===== config.mk =====
export PLATFORM = sky130hd
export DESIGN_NAME = time_display_scan
export DESIGN_NICKNAME = d
export VERILOG_FILES = /design/src/rtl/time_display_scan_pkg.sv /design/src/rtl/time_display_scan_bcd_to_seg7.sv /design/src/rtl/time_display_scan.sv
export SDC_FILE = /design/constraint.sdc
export NUM_CORES = 1
export LEC_CHECK = 0
export ABC_AREA = 0
export BUFFER_PORTS_ARGS = -buffer_cell sky130_fd_sc_hd__buf_2
export CAP_MARGIN = 20
export CORE_MARGIN = 4
export CORE_UTILIZATION = 35
export CTS_CLUSTER_DIAMETER = 50
export DETAILED_ROUTE_END_ITERATION = 10
export GPL_TIMING_DRIVEN = 0
export PLACE_DENSITY = 0.56
export SLEW_MARGIN = 10
export SYNTH_ARGS = -nofsm -noshare
export SYNTH_HDL_FRONTEND = slang
export SYNTH_SLANG_ARGS = --single-unit

===== constraint.sdc =====
create_clock -name clk -period 5.8 [get_ports clk]
set_input_delay 0.29 -clock clk [delete_from_list [all_inputs] [get_ports clk]]
set_output_delay 0.29 -clock clk [all_outputs]
set_load 0.01 [all_outputs]

===== src/rtl/time_display_scan_pkg.sv =====
// time_display_scan_pkg: segment patterns and digit indices shared by the time display scanner.
package time_display_scan_pkg;
  localparam logic [6:0] SEG_0 = 7'b1000000;
  localparam logic [6:0] SEG_1 = 7'b1111001;
  localparam logic [6:0] SEG_2 = 7'b0100100;
  localparam logic [6:0] SEG_3 = 7'b0110000;
  localparam logic [6:0] SEG_4 = 7'b0011001;
  localparam logic [6:0] SEG_5 = 7'b0010010;
  localparam logic [6:0] SEG_6 = 7'b0000010;
  localparam logic [6:0] SEG_7 = 7'b1111000;
  localparam logic [6:0] SEG_8 = 7'b0000000;
  localparam logic [6:0] SEG_9 = 7'b0010000;
  localparam logic [6:0] SEG_DASH = 7'b0111111;
  localparam logic [6:0] SEG_BLANK = 7'b1111111;
  localparam logic [2:0] DIG_MS_L = 3'd0;
  localparam logic [2:0] DIG_MS_H = 3'd1;
  localparam logic [2:0] DIG_S_L = 3'd2;
  localparam logic [2:0] DIG_S_H = 3'd3;
  localparam logic [2:0] DIG_MIN_L = 3'd4;
  localparam logic [2:0] DIG_MIN_H = 3'd5;
  localparam logic [2:0] DIG_HR_L = 3'd6;
  localparam logic [2:0] DIG_HR_H = 3'd7;
endpackage


===== src/rtl/time_display_scan_bcd_to_seg7.sv =====
// bcd_to_seg7: 4-bit BCD to active-low 7-segment pattern, dash for non-decimal nibbles.
module bcd_to_seg7
  import time_display_scan_pkg::*;
(
  input  logic [3:0] bcd,
  output logic [6:0] seg
);
  always_comb begin
    case (bcd)
      4'd0: seg = SEG_0;
      4'd1: seg = SEG_1;
      4'd2: seg = SEG_2;
      4'd3: seg = SEG_3;
      4'd4: seg = SEG_4;
      4'd5: seg = SEG_5;
      4'd6: seg = SEG_6;
      4'd7: seg = SEG_7;
      4'd8: seg = SEG_8;
      4'd9: seg = SEG_9;
      default: seg = SEG_DASH;
    endcase
  end
endmodule


===== src/rtl/time_display_scan.sv =====
// time_display_scan: 8-digit multiplexed 7-segment scanner for the BCD time bus, with adjust-mode blink.
// Define TIME_SCAN_LZB_EN to blank a leading-zero hour tens digit.
module time_display_scan
  import time_display_scan_pkg::*;
#(
  parameter int CLK_HZ = 50_000_000,
  parameter int SCAN_HZ = 1000,
  parameter int BLINK_HZ = 2
) (
  input  logic       clk,
  input  logic       clr,
  input  logic [7:0] millisecond,
  input  logic [6:0] second,
  input  logic [6:0] minute,
  input  logic [5:0] hour,
  input  logic       adjust,
  input  logic [3:0] select,
  output logic [6:0] seg_n,
  output logic       dp_n,
  output logic [7:0] dig_en_n
);
  localparam int SLOT = CLK_HZ / SCAN_HZ;
  localparam int HALF = CLK_HZ / (2 * BLINK_HZ);
  localparam int PW = SLOT > 1 ? $clog2(SLOT) : 1;
  localparam int BW = HALF > 1 ? $clog2(HALF) : 1;
  logic [PW-1:0] pre;
  logic [BW-1:0] bcnt;
  logic phase_off, tick, bterm, blink, lz;
  logic [2:0] idx, nidx;
  logic [27:0] snap, frame;
  logic [3:0] nib;
  logic [6:0] dseg;
  assign tick = pre == PW'(SLOT - 1);
  assign bterm = bcnt == BW'(HALF - 1);
  assign nidx = idx + 3'd1;
  // Digit 0 of a new frame must already come from the value being snapshotted on this edge.
  assign frame = (tick && nidx == DIG_MS_L) ? {hour, minute, second, millisecond} : snap;
  always_comb begin
    case (nidx)
      DIG_MS_L: nib = frame[3:0];
      DIG_MS_H: nib = frame[7:4];
      DIG_S_L: nib = frame[11:8];
      DIG_S_H: nib = {1'b0, frame[14:12]};
      DIG_MIN_L: nib = frame[18:15];
      DIG_MIN_H: nib = {1'b0, frame[21:19]};
      DIG_HR_L: nib = frame[25:22];
      default: nib = {2'b0, frame[27:26]};
    endcase
  end
  bcd_to_seg7 u_dec (.bcd(nib), .seg(dseg));
  assign blink = !adjust && !select[3] && select[2:0] == nidx && phase_off;
`ifdef TIME_SCAN_LZB_EN
  assign lz = nidx == DIG_HR_H && nib == 4'd0 && !(!adjust && select == {1'b0, DIG_HR_H});
`else
  assign lz = 1'b0;
`endif
  always_ff @(posedge clk) begin
    if (clr) begin
      pre <= '0;
      bcnt <= '0;
      phase_off <= 1'b0;
      idx <= '0;
      snap <= '0;
      seg_n <= SEG_BLANK;
      dp_n <= 1'b1;
      dig_en_n <= 8'hFF;
    end else begin
      pre <= tick ? '0 : pre + 1'b1;
      bcnt <= bterm ? '0 : bcnt + 1'b1;
      if (bterm) phase_off <= ~phase_off;
      if (tick) begin
        idx <= nidx;
        if (nidx == DIG_MS_L) snap <= frame;
        seg_n <= (blink || lz) ? SEG_BLANK : dseg;
        dp_n <= blink || !(nidx == DIG_S_L || nidx == DIG_MIN_L || nidx == DIG_HR_L);
        dig_en_n <= ~(8'd1 << nidx);
      end
    end
  end
endmodule


==> impl.org <==
** Clock tree
- Clock latency on the worst-skew pair, taken at its later pin, is ~0.34 ns.
- TritonCTS clock tree :: done
- Number of sinks driven by the clock tree :: 88
- CTS max path bufs :: 2
- After clock tree synthesis, the repair step resized 0 gates.
- Hold Buf Count CTS :: 0
- The cell sitting at the root of the clock tree is a sky130_fd_sc_hd__clkbuf_16.
- Max H-tree Level :: 3
- Counting the buffers created by CTS gives 9.
- After clock tree synthesis, the clock-pin slew on the worst setup and hold paths is around 0.060 ns.
- # Post-CTS Setup Buffers :: 0

** Global routing
- Pin count of the biggest net entering global routing :: 15
- Global routing consumed, over all layers together, between 10 and 15% of the routing resources.
- The initial antenna violation count is 0.
- Global routing finished with a remaining overflow of 0.
- The first global-routing pass estimated 15.2 mm of wire.
- The number of global-route vias before repair came to 3230.

** Final layout
- The net count of the finished layout is roughly 550.
- The area growth from synthesis to layout is 18.1%.
- Final Util :: a little over two fifths
- Registers take 1760 um^2.
- After routing the design area is 4790 um^2.
- Leaving out filler cells and counting taps, the final layout contains ~650.
- Summing all multi-input logic gate instances after layout gives 2160 um^2.
- Fill count :: roughly 1200
- N_diodes :: 0
- In the final layout, the share of cells above drive strength 1 is 16.1%.

** Floorplan
- The core region is 11400 um^2.
- Measured along the y axis, the die boundary spans 116 um.
- Once the floorplan was initialized, standard cells occupied a little over a third of the core.
- In this run the count of I/O pins placed on the die edge is 51.
- Die width :: between 100 and 150 um
- The die covers approximately 13000 um^2.
- Number of rows in the core area :: 39

** Setup path
- Number of buffers and inverters on the critical path :: 3
- Among all stages on the critical path, the largest delay is contributed by sky130_fd_sc_hd__o41ai_2.
- STA classifies the critical path startpoint as a flip-flop.
- Worst Setup Path Type :: reg -> reg
- Crit. path cell count :: 14
- Launch point of the worst reg-to-reg path :: idx[1]
- Endpoint arrival time on the critical path :: 3.97 ns
- R2r endpoint :: seg_n[0]
- In this run the worst path has a maximum fanout of 10.
- Following the worst setup path forward leads to its endpoint at seg_n[0].
- Traced cell by cell, the critical path runs through ha_1, ha_1, and4_4, and4_1, buf_6, buf_2, mux2i_1, o2111ai_1, o41ai_2, inv_1, ha_1, and4_1, o21ai_0, a21oi_1.
- The worst register-to-register path has a depth of 14.
- Register-to-register setup slack :: 2.05 ns
- The most critical setup path has its startpoint at idx[1].
- Worst Setup End Kind :: flip-flop
- The largest single stage delay on the critical path is about 0.62 ns.
- At the worst endpoint, the required time is between 6 and 7 ns.
- Cell type group with the largest total delay on the critical path :: compound AO/OA/AOI/OAI gates
- The most numerous cell type found on the critical path is sky130_fd_sc_hd__ha_1.

** STA
- Hold Vio Cnt, Final :: 0
- Setup repair after global routing left no endpoint under its margin.
- Headroom to the max-slew limit came out at between 20% and 30%.
- Transition time at the pin with the least slew margin :: between 1 and 1.5 ns
- The clock period could shrink to between 3 and 4 ns.
- After layout, the worst setup slack is between 2 and 2.5 ns.
- Hold slack :: between 0.2 and 0.25 ns
- After layout, the worst path uses between 60 and 70% of the clock period.
- The number of max-slew violations in the final report was 0.
- Clock Skews :: 0.00343 ns
- Summed over all failing endpoints, the final setup total negative slack is 0 ns.
- For this run, the top clock speed supported by timing is about 0.27 GHz.
- Final setup violating endpoints :: 0

** Routing
- Final routed wire length divided by cell count :: 14.0 um
- DRC viols :: 0
- First-pass iteration count of the detailed router :: 4
- The detail route stage leaves a number of antenna-violating nets equal to 0.
- DR iter-0 viols :: between 100 and 150
- Post-DR vias/cell :: 5.04
- Final routed wirelength across all metal layers :: between 9 and 10 mm
- For this block, the via count after detailed routing is around 3300.

** Logic synthesis
- Number of different library cells in the post-synthesis netlist :: 48
- Of the post-synthesis cell area, the part taken by muxes is between 9 and 10%.
- After synthesis, the mean cell area works out to a little over 9 um^2.
- In this run the cell area of the synthesized design comes to 4050 um^2.
- Fraction of registers with async set or reset after synthesis :: 0%
- The Yosys step of the flow raised 0 warnings.
- Area fraction in and, or, nand and nor cells after synthesis :: around 22%
- By area, the combinational part of the netlist is dominated by simple AND/OR/NAND/NOR gates.
- The most used flip-flop cell after synthesis is sky130_fd_sc_hd__dfxtp_1.
- Number of enable flip-flop cells after synthesis :: 0
- Number of storage elements in the synthesis netlist :: slightly below 90
- Number of standard cells after synthesis :: roughly 450
- Counting every net in the synthesized netlist gives roughly 490.
- The synthesized netlist devotes 7.99% of its cell area to XOR and XNOR gates.
- The synthesized netlist devotes a little under a tenth of its cell area to compound gates.
- Of the total synthesized cell area, the portion taken by full adders, half adders and majority gates is 4.32%.
- Sequential element share of the synthesized area :: 43.5%

** Power and ir drop
- Int Power :: slightly below 1 mW
- Leakage power of the design :: between 1.5 and 2 nW
- The completed layout was analyzed and its total power is 1.23 mW.
- Power spread over the standard cell area amounts to roughly 260 nW/um^2.
- Across the VDD grid, the largest voltage drop is between 0.15 and 0.2 mV.
- Flop pwr share :: approximately half
- Of the total power, combinational logic draws under 10%.
- In this run, the clock network consumes around 48% of the power.
- Switching part of the total :: 20.5%
- Reported net switching power :: 253 uW

** Status
- Status :: completed

** Place
- Number of buffers inserted by port buffering :: 49
- Placed cell count :: ~640
- Prior to clock tree synthesis, the placed netlist has a worst setup slack of ~2 ns.
- Half-perimeter wire length of the detailed placement result :: about 6.9 mm
- Routability-driven placement congestion ratio :: 0.779
- Once placement finished, the instance area stood at around 4500 um^2.

** Flow run
- Across the run, the number of max-cap violations was 0.

** Min path
- The worst hold path belongs to the class in -> reg.
[Yosys cell counts (9+ instances only)]
master | number | area share (%)
sky130_fd_sc_hd__a21oi_1 | 15 | 1.9
sky130_fd_sc_hd__xnor2_1 | 18 | 3.9
sky130_fd_sc_hd__nand2_1 | 25 | 2.3
sky130_fd_sc_hd__dfxtp_1 | 88 | 43
sky130_fd_sc_hd__xor2_1 | 19 | 4.1
sky130_fd_sc_hd__mux2i_1 | 31 | 7.7
sky130_fd_sc_hd__nand3_1 | 17 | 2.1
sky130_fd_sc_hd__clkbuf_1 | 15 | 1.4
sky130_fd_sc_hd__and3_1 | 11 | 1.7
sky130_fd_sc_hd__ha_1 | 14 | 4.3
sky130_fd_sc_hd__nand4_1 | 9 | 1.4
sky130_fd_sc_hd__inv_1 | 11 | 1.0
sky130_fd_sc_hd__nor2_1 | 87 | 8.1
[tightest hold or removal path, stage by stage]
cell and delay (ns):
sky130_fd_sc_hd__buf_2 0.09, sky130_fd_sc_hd__mux2i_1 0.06, sky130_fd_sc_hd__nor2_1 0.08
[logic make-up (layout without fill, tap and decap cells)]
group,after synthesis,after routing
AO/OA/AOI/OAI,53,53
AND/OR/NAND/NOR,188,188
flip-flops,88,88
XOR/XNOR,37,37
adder cells (fa/ha/maj),14,14
buffers and inverters,30,95
multiplexers,35,35
[power groups by stage]
stage,clock network (mW),registers (mW),logic (mW)
2_1_floorplan,0,0.624,0.0160
3_3_place_gp,0,0.624,0.0338
3_5_place_dp,0,0.624,0.0345
4_1_cts,0.608,0.611,0.0346
5_1_grt,0.631,0.611,0.0381
6_report,0.585,0.611,0.0339
[area by class of cell]
type	instances	share of cell area [%]
repair buffers	49	5.12
plain buffers	19	1.86
well taps	143	3.74
inverters	11	0.863
clock inverters	5	1.15
clock buffers	11	5.28
multi-input cells	327	45.2
flip-flops and latches	88	36.8
[worst min path at each step]
stage                         from  endpoint  slack (ns)  cells past startpoint
finish              millisecond[5]   snap[5]        0.21                      3
floorplan                   pre[0]    pre[0]        0.41                      1
global route               hour[0]  snap[22]        0.22                      3
global placement            pre[0]    pre[0]        0.43                      1
detailed placement          pre[0]    pre[0]        0.44                      1
CTS                 millisecond[5]   snap[5]        0.20                      3
[per-layer routing]
layer  vias up  wire length [um]  track usage (%)
met5         -                 0                0
met4         0               122             4.87
met3         8               378             3.71
met2        62              4330             24.1
met1      1556              4310             18.3
li1       1663                 -                -
[sequential cells by signal, summed over array words and instances, names as in the netlist]
signal,count
bcnt,24
phase_off,1
idx,3
pre,16
snap,28
dp_n,1
seg_n,7
dig_en_n,8
[cell usage in the layout, fill, tap and decap left out, types with 3 or more instances in the layout]
cell type / synthesis / final
sky130_fd_sc_hd__ha_1: 14 / 14
sky130_fd_sc_hd__mux2_2: 3 / 3
sky130_fd_sc_hd__dfxtp_1: 88 / 88
sky130_fd_sc_hd__or3_1: 3 / 3
sky130_fd_sc_hd__nor2b_1: 4 / 4
sky130_fd_sc_hd__xnor2_1: 18 / 18
sky130_fd_sc_hd__nor3_1: 7 / 7
sky130_fd_sc_hd__mux2i_1: 31 / 31
sky130_fd_sc_hd__xor2_1: 19 / 19
sky130_fd_sc_hd__nor4_1: 3 / 3
sky130_fd_sc_hd__o22ai_1: 6 / 6
sky130_fd_sc_hd__and3_1: 11 / 11
sky130_fd_sc_hd__nor2_1: 87 / 87
sky130_fd_sc_hd__a21oi_1: 15 / 15
sky130_fd_sc_hd__a211o_1: 5 / 5
sky130_fd_sc_hd__inv_1: 11 / 11
sky130_fd_sc_hd__nand4_1: 9 / 9
sky130_fd_sc_hd__clkbuf_16: 0 / 9
sky130_fd_sc_hd__o21ai_0: 8 / 8
sky130_fd_sc_hd__buf_2: 2 / 51
sky130_fd_sc_hd__nor4bb_1: 3 / 3
sky130_fd_sc_hd__nand2_1: 25 / 25
sky130_fd_sc_hd__and4_1: 5 / 5
sky130_fd_sc_hd__nand2b_1: 5 / 5
sky130_fd_sc_hd__clkbuf_1: 15 / 15
sky130_fd_sc_hd__nand3_1: 17 / 17
(Power assumes the default switching activity.)
